<file path="config.mk">
export PLATFORM = sky130hd
export DESIGN_NAME = sh7604_pwr_ctrl
export DESIGN_NICKNAME = d
export VERILOG_FILES = /design/src/rtl/sh7604_pwr_ctrl.sv
export SDC_FILE = /design/constraint.sdc
export NUM_CORES = 1
export LEC_CHECK = 0
export BUFFER_PORTS_ARGS = -buffer_cell sky130_fd_sc_hd__clkbuf_2
export CAP_MARGIN = 20
export CELL_PAD_IN_SITES_DETAIL_PLACEMENT = 0
export CELL_PAD_IN_SITES_GLOBAL_PLACEMENT = 1
export CORE_ASPECT_RATIO = 0.9
export CORE_MARGIN = 10
export CORE_UTILIZATION = 31
export DETAILED_ROUTE_END_ITERATION = 8
export GPL_TIMING_DRIVEN = 0
export PLACE_DENSITY_LB_ADDON = 0.1
export REMOVE_ABC_BUFFERS = 1
export SYNTH_ARGS = -nofsm -noshare
export SYNTH_HDL_FRONTEND = slang
export SYNTH_SLANG_ARGS = --single-unit
</file>
<file path="constraint.sdc">
create_clock -name CLK -period 2.4 [get_ports CLK]
set_clock_uncertainty 0.2 [all_clocks]
set_input_delay 0.12 -clock CLK [delete_from_list [all_inputs] [get_ports CLK]]
set_output_delay 0.12 -clock CLK [all_outputs]
set_load 0.005 [all_outputs]
</file>
<file path="src/rtl/sh7604_pwr_ctrl.sv">
// ---------------------------------------------------------------------------
// sh7604_pwr_ctrl
//   Power-down controller for the SH7604 core. Holds SBYCR (byte FFFFFE91)
//   and MSTPCR (word FFFFFE92) on the internal bus. It sequences sleep and
//   standby entry, external bus drain, standby, and an oscillator-settle
//   delay before the CPU clock restarts. It also drives the per-module stop
//   lines to the on-chip peripherals.
//
// Optional feature (compile-time macro SH7604_PWR_IRQ_WAKE_EN):
//   When it is defined, an unmasked IRQ_PEND in STANDBY starts the settle
//   sequence in the same way NMI does. When it is undefined, only NMI leaves
//   STANDBY.
//
// Parameters
//   NUM_MOD     number of module-stop bits (1..16)
//   SETTLE_W    settle counter width
//   SETTLE_CYC  CE_R cycles spent in SETTLE before RUN (1..2**SETTLE_W-1)
//
// Ports
//   CLK, RST          clock, asynchronous active-high reset
//   CE_R, CE_F        rising / falling clock enables
//   EN                global enable (gates FSM and register writes)
//   IBUS_*            internal bus slave (A, DI, DO, BA, WE, REQ, BUSY, ACT)
//   SLP_REQ           SLEEP instruction executed (1-cycle pulse)
//   IRQ_PEND, NMI     wake sources
//   BUS_IDLE          external bus / DMAC idle
//   SLEEP, SBY        CPU clock halted / chip in standby or settle
//   HIZ_OUT           pins tri-stated while in STANDBY with SBYCR.HIZ set
//   MSTP[NUM_MOD-1:0] effective module stops
//   WAKE              1-cycle pulse on return to RUN
// ---------------------------------------------------------------------------
module sh7604_pwr_ctrl #(
  parameter int NUM_MOD    = 5,
  parameter int SETTLE_W   = 12,
  parameter int SETTLE_CYC = 4095
) (
  input  logic               CLK,
  input  logic               RST,
  input  logic               CE_R,
  input  logic               CE_F,
  input  logic               EN,
  input  logic [31:0]        IBUS_A,
  input  logic [31:0]        IBUS_DI,
  output logic [31:0]        IBUS_DO,
  input  logic [3:0]         IBUS_BA,
  input  logic               IBUS_WE,
  input  logic               IBUS_REQ,
  output logic               IBUS_BUSY,
  output logic               IBUS_ACT,
  input  logic               SLP_REQ,
  input  logic               IRQ_PEND,
  input  logic               NMI,
  input  logic               BUS_IDLE,
  output logic               SLEEP,
  output logic               SBY,
  output logic               HIZ_OUT,
  output logic [NUM_MOD-1:0] MSTP,
  output logic               WAKE
);

  // SBYCR and MSTPCR share the aligned word at FFFFFE90.
  localparam logic [29:0]         REG_WADDR  = 30'h3FFF_FFA4;
  localparam logic [SETTLE_W-1:0] SETTLE_INI = SETTLE_W'(SETTLE_CYC - 1);

  typedef enum logic [2:0] {
    ST_RUN,
    ST_SLEEP,
    ST_DRAIN,
    ST_STANDBY,
    ST_SETTLE
  } state_t;

  state_t               state;
  logic [SETTLE_W-1:0]  settle_cnt;
  logic                 sleep_r;
  logic                 stby_r;
  logic                 wake_r;

  logic                 sbycr_sby;
  logic                 sbycr_hiz;
  logic [NUM_MOD-1:0]   mstpcr;
  logic [31:0]          reg_do;

  logic                 hit;
  logic                 adv;
  logic                 wr_ok;
  logic                 standby_wake;
  logic [15:0]          mstpcr_ext;
  logic [7:0]           sbycr_rd;
  logic [15:0]          mstp_nxt;

  assign hit = (IBUS_A[31:2] == REG_WADDR);
  assign adv = EN && CE_R;

  // The register file is frozen while the CPU is in standby or settling.
  assign wr_ok = adv && IBUS_REQ && IBUS_WE && hit &&
                 (state != ST_STANDBY) && (state != ST_SETTLE);

`ifdef SH7604_PWR_IRQ_WAKE_EN
  assign standby_wake = NMI || IRQ_PEND;
`else
  assign standby_wake = NMI;
`endif

  assign mstpcr_ext = 16'(mstpcr);
  // Legacy SBYCR.MSTP[4:0] is a view of MSTPCR[4:0]; bit 5 always reads 0.
  assign sbycr_rd   = {sbycr_sby, sbycr_hiz, 1'b0, mstpcr_ext[4:0]};

  // Merge the lane writes into one next value for MSTPCR. When the SBYCR
  // lane and the MSTPCR low lane are written together, the MSTPCR lane
  // wins on the aliased bits.
  always_comb begin
    mstp_nxt = mstpcr_ext;
    if (wr_ok && IBUS_BA[2]) mstp_nxt[4:0]  = IBUS_DI[20:16];
    if (wr_ok && IBUS_BA[1]) mstp_nxt[15:8] = IBUS_DI[15:8];
    if (wr_ok && IBUS_BA[0]) mstp_nxt[7:0]  = IBUS_DI[7:0];
  end

  // Register writes
  always_ff @(posedge CLK or posedge RST) begin
    if (RST) begin
      sbycr_sby <= 1'b0;
      sbycr_hiz <= 1'b0;
      mstpcr    <= '0;
    end else if (wr_ok) begin
      if (IBUS_BA[2]) begin
        sbycr_sby <= IBUS_DI[23];
        sbycr_hiz <= IBUS_DI[22];
      end
      mstpcr <= mstp_nxt[NUM_MOD-1:0];
    end
  end

  // Read capture on the falling-phase enable
  always_ff @(posedge CLK or posedge RST) begin
    if (RST) begin
      reg_do <= '0;
    end else if (CE_F && IBUS_REQ && !IBUS_WE && hit) begin
      reg_do <= {sbycr_rd, 8'h00, mstpcr_ext};
    end
  end

  // Power-state FSM: the SBY bit is sampled before any same-cycle write
  // because it comes straight from the register.
  always_ff @(posedge CLK or posedge RST) begin
    if (RST) begin
      state      <= ST_RUN;
      settle_cnt <= '0;
      sleep_r    <= 1'b0;
      stby_r     <= 1'b0;
      wake_r     <= 1'b0;
    end else begin
      wake_r <= 1'b0;
      if (adv) begin
        case (state)
          ST_RUN: begin
            if (SLP_REQ) begin
              state   <= sbycr_sby ? ST_DRAIN : ST_SLEEP;
              sleep_r <= 1'b1;
            end
          end
          ST_SLEEP: begin
            if (IRQ_PEND || NMI) begin
              state   <= ST_RUN;
              sleep_r <= 1'b0;
              wake_r  <= 1'b1;
            end
          end
          ST_DRAIN: begin
            // NMI aborts standby entry even if the bus drained this cycle.
            if (NMI) begin
              state   <= ST_RUN;
              sleep_r <= 1'b0;
              wake_r  <= 1'b1;
            end else if (BUS_IDLE) begin
              state  <= ST_STANDBY;
              stby_r <= 1'b1;
            end
          end
          ST_STANDBY: begin
            if (standby_wake) begin
              state      <= ST_SETTLE;
              settle_cnt <= SETTLE_INI;
            end
          end
          ST_SETTLE: begin
            // Wake sources are ignored; only the oscillator delay matters.
            if (settle_cnt == '0) begin
              state   <= ST_RUN;
              sleep_r <= 1'b0;
              stby_r  <= 1'b0;
              wake_r  <= 1'b1;
            end else begin
              settle_cnt <= settle_cnt - 1'b1;
            end
          end
          default: begin
            state   <= ST_RUN;
            sleep_r <= 1'b0;
            stby_r  <= 1'b0;
          end
        endcase
      end
    end
  end

  assign SLEEP     = sleep_r;
  assign SBY       = stby_r;
  assign WAKE      = wake_r;
  assign HIZ_OUT   = sbycr_hiz && (state == ST_STANDBY);
  assign MSTP      = mstpcr | {NUM_MOD{stby_r}};
  assign IBUS_DO   = hit ? reg_do : 32'h0;
  assign IBUS_ACT  = hit;
  assign IBUS_BUSY = 1'b0;

  // Byte-offset bits, the unused top byte lane and SBYCR bit 5 carry no state.
  logic unused_ok;
  assign unused_ok = ^{IBUS_A[1:0], IBUS_DI[31:24], IBUS_DI[21], IBUS_BA[3],
                       mstp_nxt};

endmodule

</file>
== After elaboration in Yosys (flattened, before gate mapping) ==
Index checks and enable logic that the tools add are counted.

* Reductions and logical operators: 25
* Mux-type cells: 27
* Equal/unequal tests: 16
* $add $sub $neg: 1
* Bitwise operators: 3

{| class="wikitable"
|+ Operators by type and width
! kind !! count
|-
| $mux W32 || 1
|-
| $eq A30 B30 Y1 const B || 1
|-
| $mux W12 || 2
|-
| $pmux W12 S2 || 1
|-
| $mux W3 || 6
|-
| $ne A2 B2 Y1 const B || 8
|-
| $pmux W3 S5 || 1
|-
| $logic_and A1 B1 Y1 || 12
|-
| $logic_not A12 Y1 || 1
|-
| $reduce_and A6 Y1 || 2
|-
| $sub A12 B1 Y12 const B || 1
|-
| $mux W1 || 10
|-
| $mux W5 || 2
|-
| $eq A3 B2 Y1 const B || 2
|-
| $ne A3 B3 Y1 const B || 2
|-
| $pmux W1 S3 || 2
|-
| $or A5 B5 Y5 || 1
|-
| $pmux W1 S5 || 1
|-
| $reduce_and A5 Y1 || 1
|-
| $reduce_and A2 Y1 || 2
|-
| $reduce_and A4 Y1 || 1
|-
| $reduce_bool A2 Y1 || 2
|-
| $eq A3 B1 Y1 const B || 1
|-
| $eq A3 B3 Y1 const B || 1
|-
| other kinds (7) || 8
|}

* Input port bits: 79
* Output and inout port bits: 43
* Word-level logic and storage cells: 81
* Flip-flop bits (word level): 37

== Logic depth before layout (Yosys ltp) ==
* Word-level depth: 9
* Gate-level depth with buffers: 8
* Mapped depth without buffers: 7

== Worst setup path after synthesis ==
OpenSTA, ideal clock, no wires.

* Path kind: register -> register
* Start: register settle_cnt[5]
* End: register state[0]
* Clock period less this slack: 2,072 ps
* Setup slack: 328 ps
* Stages on the path, launching flop included: 5
* Required time: 2,074 ps
* Data arrival time: 1,745 ps
* Cells stage by stage: dfrtp_1 nor4_1 nand3_1 a211o_1 o32a_1

* Cells in the longest elaborated chain, start to end: 3

{| class="wikitable"
|+ Ends and longest elaborated chain
! element !! line !! text
|-
| start, declared || 74 || <nowiki>logic [SETTLE_W-1:0] settle_cnt;</nowiki>
|-
| start signal, assigned || 194 || <nowiki>settle_cnt <= settle_cnt - 1'b1;</nowiki>
|-
| $logic_not A12 Y1 || 188 || <nowiki>if (settle_cnt == '0) begin</nowiki>
|-
| $ne A2 B2 Y1 (no source line) || - ||
|-
| $reduce_and A6 Y1 (no source line) || - ||
|-
| end signal, assigned || 158 || <nowiki>state <= sbycr_sby ? ST_DRAIN : ST_SLEEP;</nowiki>
|-
| end, declared || 73 || <nowiki>state_t state;</nowiki>
|}

Every way passes these cells.
A chain may end at the register's enable or synchronous reset.

== Final worst setup path ==
* Start: register settle_cnt[8]
* End: register state[0]

Same word-level chain as after synthesis.

==> run_summary.xml <==
<?xml version="1.0" encoding="UTF-8"?>
<metrics>
  <group name="worst_setup_path">
    <metric name="cp.required" unit="ns">2.37</metric>
    <metric name="setup.worst_path.end_class" unit="">register</metric>
    <metric name="cp_slowest_stage_delay" unit="ns">0.49</metric>
    <metric name="timing.critical_path.arrival" unit="ns">2.25</metric>
    <metric name="critical_path.slowest_cell" unit="">sky130_fd_sc_hd__nor4_2</metric>
    <metric name="worst_path_cell_chain" unit="">nor4_2 -&gt; nand3_1 -&gt; a211o_1 -&gt; o32a_1</metric>
    <metric name="cp-start-kind" unit="">register</metric>
    <metric name="timing.setup.critical_path_class" unit="">register to register</metric>
    <metric name="timing.critical_path.buf_inv" unit="">0</metric>
    <metric name="timing.critical_path.fanout_max" unit="">5</metric>
    <metric name="critical_path.top_delay_family" unit="">simple AND/OR/NAND/NOR gates</metric>
  </group>
  <group name="sta">
    <metric name="fmax" unit="GHz">0.440</metric>
    <metric name="setup_total_negative_slack" unit="ns">0</metric>
    <metric name="min_period" unit="ns">2.27</metric>
    <metric name="worst_slew_margin_rel" unit="%">51.0</metric>
    <metric name="finalMaxSlewViolations" unit="">0</metric>
    <metric name="timing.final.crit_share" unit="%">94.8</metric>
    <metric name="worst_slack" unit="ns">0.126</metric>
    <metric name="setup_viol" unit="">0</metric>
    <metric name="worstMarginPinSlew" unit="ns">0.730</metric>
    <metric name="final-hold-violation-count" unit="">0</metric>
  </group>
  <group name="final_layout">
    <metric name="post-route-util" unit="%">41.5</metric>
    <metric name="finish.net_count" unit="">382</metric>
    <metric name="post_route_cells_drive_above_1_share" unit="%">37.5</metric>
    <metric name="final_common_cell" unit="">sky130_fd_sc_hd__clkbuf_2</metric>
    <metric name="fill_count" unit="">684</metric>
    <metric name="top_library_cells_by_usage_in_the_layout_fill_and_taps_aside" unit="">sky130_fd_sc_hd__clkbuf_2, sky130_fd_sc_hd__dfrtp_1, sky130_fd_sc_hd__conb_1</metric>
    <metric name="areaGrowthSynthToFinish" unit="%">30.2</metric>
    <metric name="total_inserted_antenna_cells" unit="">0</metric>
  </group>
  <group name="global_routing">
    <metric name="grt_pass1_vias" unit="">1897</metric>
    <metric name="gr-usage-all-layers" unit="%">11.8</metric>
    <metric name="global_route.overflow_total" unit="">0</metric>
    <metric name="grt_start_max_net_pins" unit="">21</metric>
    <metric name="grt_antenna_before_repair" unit="">0</metric>
    <metric name="grt_pass1_wl" unit="um">10000</metric>
  </group>
  <group name="logic_synthesis">
    <metric name="asyncSetResetFlopFracSynth" unit="%">100</metric>
    <metric name="synth_seq_area_share" unit="%">38.4</metric>
    <metric name="ys_dominant_reg_cell" unit="">sky130_fd_sc_hd__dfrtp_1</metric>
    <metric name="synth_area_leaders" unit="">sky130_fd_sc_hd__dfrtp_1, sky130_fd_sc_hd__buf_4, sky130_fd_sc_hd__mux2_2</metric>
    <metric name="synth_area" unit="um^2">2090</metric>
    <metric name="cell_count_after_synthesis" unit="">218</metric>
    <metric name="warnings_from_yosys" unit="">0</metric>
    <metric name="netlist.top_cell.by_area" unit="">sky130_fd_sc_hd__dfrtp_1</metric>
    <metric name="post_synthesis_area_per_instance" unit="um^2">9.57</metric>
    <metric name="synth.top_cell.area_share" unit="%">38.4</metric>
    <metric name="synth_edf_count" unit="">0</metric>
    <metric name="synth.lib_cells_used.distinct" unit="">44</metric>
    <metric name="synth.ff_latch_count" unit="">32</metric>
  </group>
  <group name="clocking">
    <metric name="numCtsBuffers" unit="">5</metric>
    <metric name="tritoncts_clock_tree" unit="">yes</metric>
    <metric name="clk_transition_reported_paths" unit="ns">0.07</metric>
    <metric name="cts.path.max_buffers" unit="">2</metric>
    <metric name="clock_sink_count" unit="">32</metric>
    <metric name="clk_root_buffer_cell" unit="">sky130_fd_sc_hd__clkbuf_8</metric>
    <metric name="clkLatencyLatePin" unit="ns">0.28</metric>
    <metric name="cts_htree_levels" unit="">2</metric>
  </group>
  <group name="floorplan">
    <metric name="design.die.area" unit="um^2">10400</metric>
    <metric name="die_x" unit="um">106</metric>
    <metric name="core_area" unit="um^2">6550</metric>
    <metric name="top_level_ports" unit="">122</metric>
    <metric name="initial_core_util" unit="%">31.9</metric>
    <metric name="die_h" unit="um">97.8</metric>
    <metric name="core.rowCount" unit="">28</metric>
  </group>
  <group name="power_and_ir_drop">
    <metric name="power_density" unit="nW/um^2">682</metric>
    <metric name="cellLeakagePower" unit="uW">0.00136</metric>
    <metric name="max-vdd-ir-drop" unit="uV">252</metric>
  </group>
  <group name="place">
    <metric name="place.port_buffers" unit="">76</metric>
    <metric name="dp_worst_setup_slack" unit="ns">-0.176</metric>
    <metric name="post-dp-hpwl" unit="um">4970</metric>
    <metric name="gp_routability_congestion" unit="">0.691</metric>
  </group>
  <group name="route">
    <metric name="detail_route.wl_per_cell" unit="um">16.1</metric>
    <metric name="vias" unit="">1891</metric>
    <metric name="drtIter0Drc" unit="">53</metric>
    <metric name="avgViaCountPerCell" unit="">4.84</metric>
    <metric name="drt-total-wl" unit="um">6300</metric>
    <metric name="drt_pre_antenna_iters" unit="">4</metric>
    <metric name="remaining_drc_errors" unit="">0</metric>
    <metric name="route.antenna.remaining_nets" unit="">0</metric>
  </group>
  <group name="worst_hold_path">
    <metric name="worstHoldPathType" unit="">input port to register</metric>
  </group>
  <group name="flow_run">
    <metric name="cap_violations" unit="">0</metric>
  </group>
  <group name="status">
    <metric name="run_status" unit="">finished, final reports clean</metric>
  </group>
</metrics>
==> metal layers <==
metal  track usage, %  share of wire, %  up-vias
met1             14.4                44      888
met2             18.6                47       67
li1                 -                 -      930
met5                0                 0        -
met4             3.43               1.1        0
met3             4.93               8.4        6
==> final cells by class <==
type | count | area (um^2) | share of cell area, %
Multi-Input combinational cell | 167 | 1160 | 42.5
Sequential cell | 32 | 801 | 29.5
Timing Repair Buffer | 90 | 533 | 19.6
Tap cell | 90 | 113 | 4.14
Clock buffer | 7 | 96.3 | 3.55
Inverter | 5 | 18.8 | 0.691
==> worst paths after layout <==
check                         startpoint             to  slack [ns]  depth (start not counted)
max reg2reg                settle_cnt[8]       state[0]        0.13                          4
max                        settle_cnt[8]       state[0]        0.13                          4
min                             IBUS_REQ      mstpcr[4]        0.02                          3
min reg2reg                        SLEEP          SLEEP        0.29                          1
min in group asynchronous            RST  settle_cnt[0]        0.28                          3
max in group asynchronous            RST           WAKE        1.20                          4
==> cells in the mapped netlist (2+ instances only) <==
library cell and number:
sky130_fd_sc_hd__dfrtp_1 32, sky130_fd_sc_hd__buf_4 26, sky130_fd_sc_hd__a21oi_1 16, sky130_fd_sc_hd__o21ai_0 13, sky130_fd_sc_hd__and2_1 10, sky130_fd_sc_hd__mux2_2 9
sky130_fd_sc_hd__nand4_1 9, sky130_fd_sc_hd__nor2_1 8, sky130_fd_sc_hd__clkbuf_1 7, sky130_fd_sc_hd__nand2_1 6, sky130_fd_sc_hd__and3b_1 5, sky130_fd_sc_hd__inv_1 5
sky130_fd_sc_hd__nand2b_1 5, sky130_fd_sc_hd__nor3_1 5, sky130_fd_sc_hd__nor4_1 5, sky130_fd_sc_hd__o2bb2ai_1 5, sky130_fd_sc_hd__or2_2 5, sky130_fd_sc_hd__a31oi_1 4
sky130_fd_sc_hd__and3_1 4, sky130_fd_sc_hd__a41oi_1 3, sky130_fd_sc_hd__and4_1 3, sky130_fd_sc_hd__nand3_1 3, sky130_fd_sc_hd__nor3b_1 3, sky130_fd_sc_hd__o21a_1 3
sky130_fd_sc_hd__ha_1 2, sky130_fd_sc_hd__nand4b_1 2, sky130_fd_sc_hd__nor4b_1 2, sky130_fd_sc_hd__o211a_1 2
==> metrics by stage <==
step / hold WS [ns] / std cells / cell area (um^2) / total power, uW
2_1_floorplan: 0.0362 / 204 / 1930 / 1120
3_3_place_gp: 0.165 / 370 / 2420 / 1300
3_5_place_dp: 0.0496 / 371 / 2450 / 1310
4_1_cts: 0.0125 / 389 / 2670 / 1800
5_1_grt: 0.0421 / 391 / 2720 / 2000
6_report: 0.0182 / 391 / 2720 / 1850
==> power breakdown <==
part	leakage, uW	internal [uW]	switching, uW
clock network	0.0000503	255	203
logic	0.000888	271	295
registers	0.000424	651	178
total	0.00136	1180	676
==> timing repair <==
action	4_1_cts	5_1_grt
buffers inserted	0	2
endpoints found under the setup margin	16	17
resized for setup	3	5
hold buffers	11	0
endpoints found under the hold margin	23	0
==> cell families (layout without fill, tap and decap cells) <==
family                   after synthesis  after routing  share of synthesized area [%]
other                                  1             21                          0.180
adder cells (fa/ha/maj)                2              2                           1.20
AO/OA/AOI/OAI                         53             53                           17.3
flip-flops                            32             32                           38.4
buffers and inverters                 39            102                           12.1
AND/OR/NAND/NOR                       82             82                           26.1
multiplexers                           9              9                           4.86
==> state kept, by name (all words and copies together) (netlist names) <==
register,flops
sbycr_sby,1
mstpcr,5
sbycr_hiz,1
SBY,1
state,3
reg_do,7
WAKE,1
SLEEP,1
settle_cnt,12
==> worst register-to-register path: cells and delay by family (launching register included) <==
family | cells | cell delay [ns]
flip-flops | 1 | 0.43
AO/OA/AOI/OAI | 2 | 0.75
AND/OR/NAND/NOR | 2 | 0.78
Power figures use the tool's default switching activity.
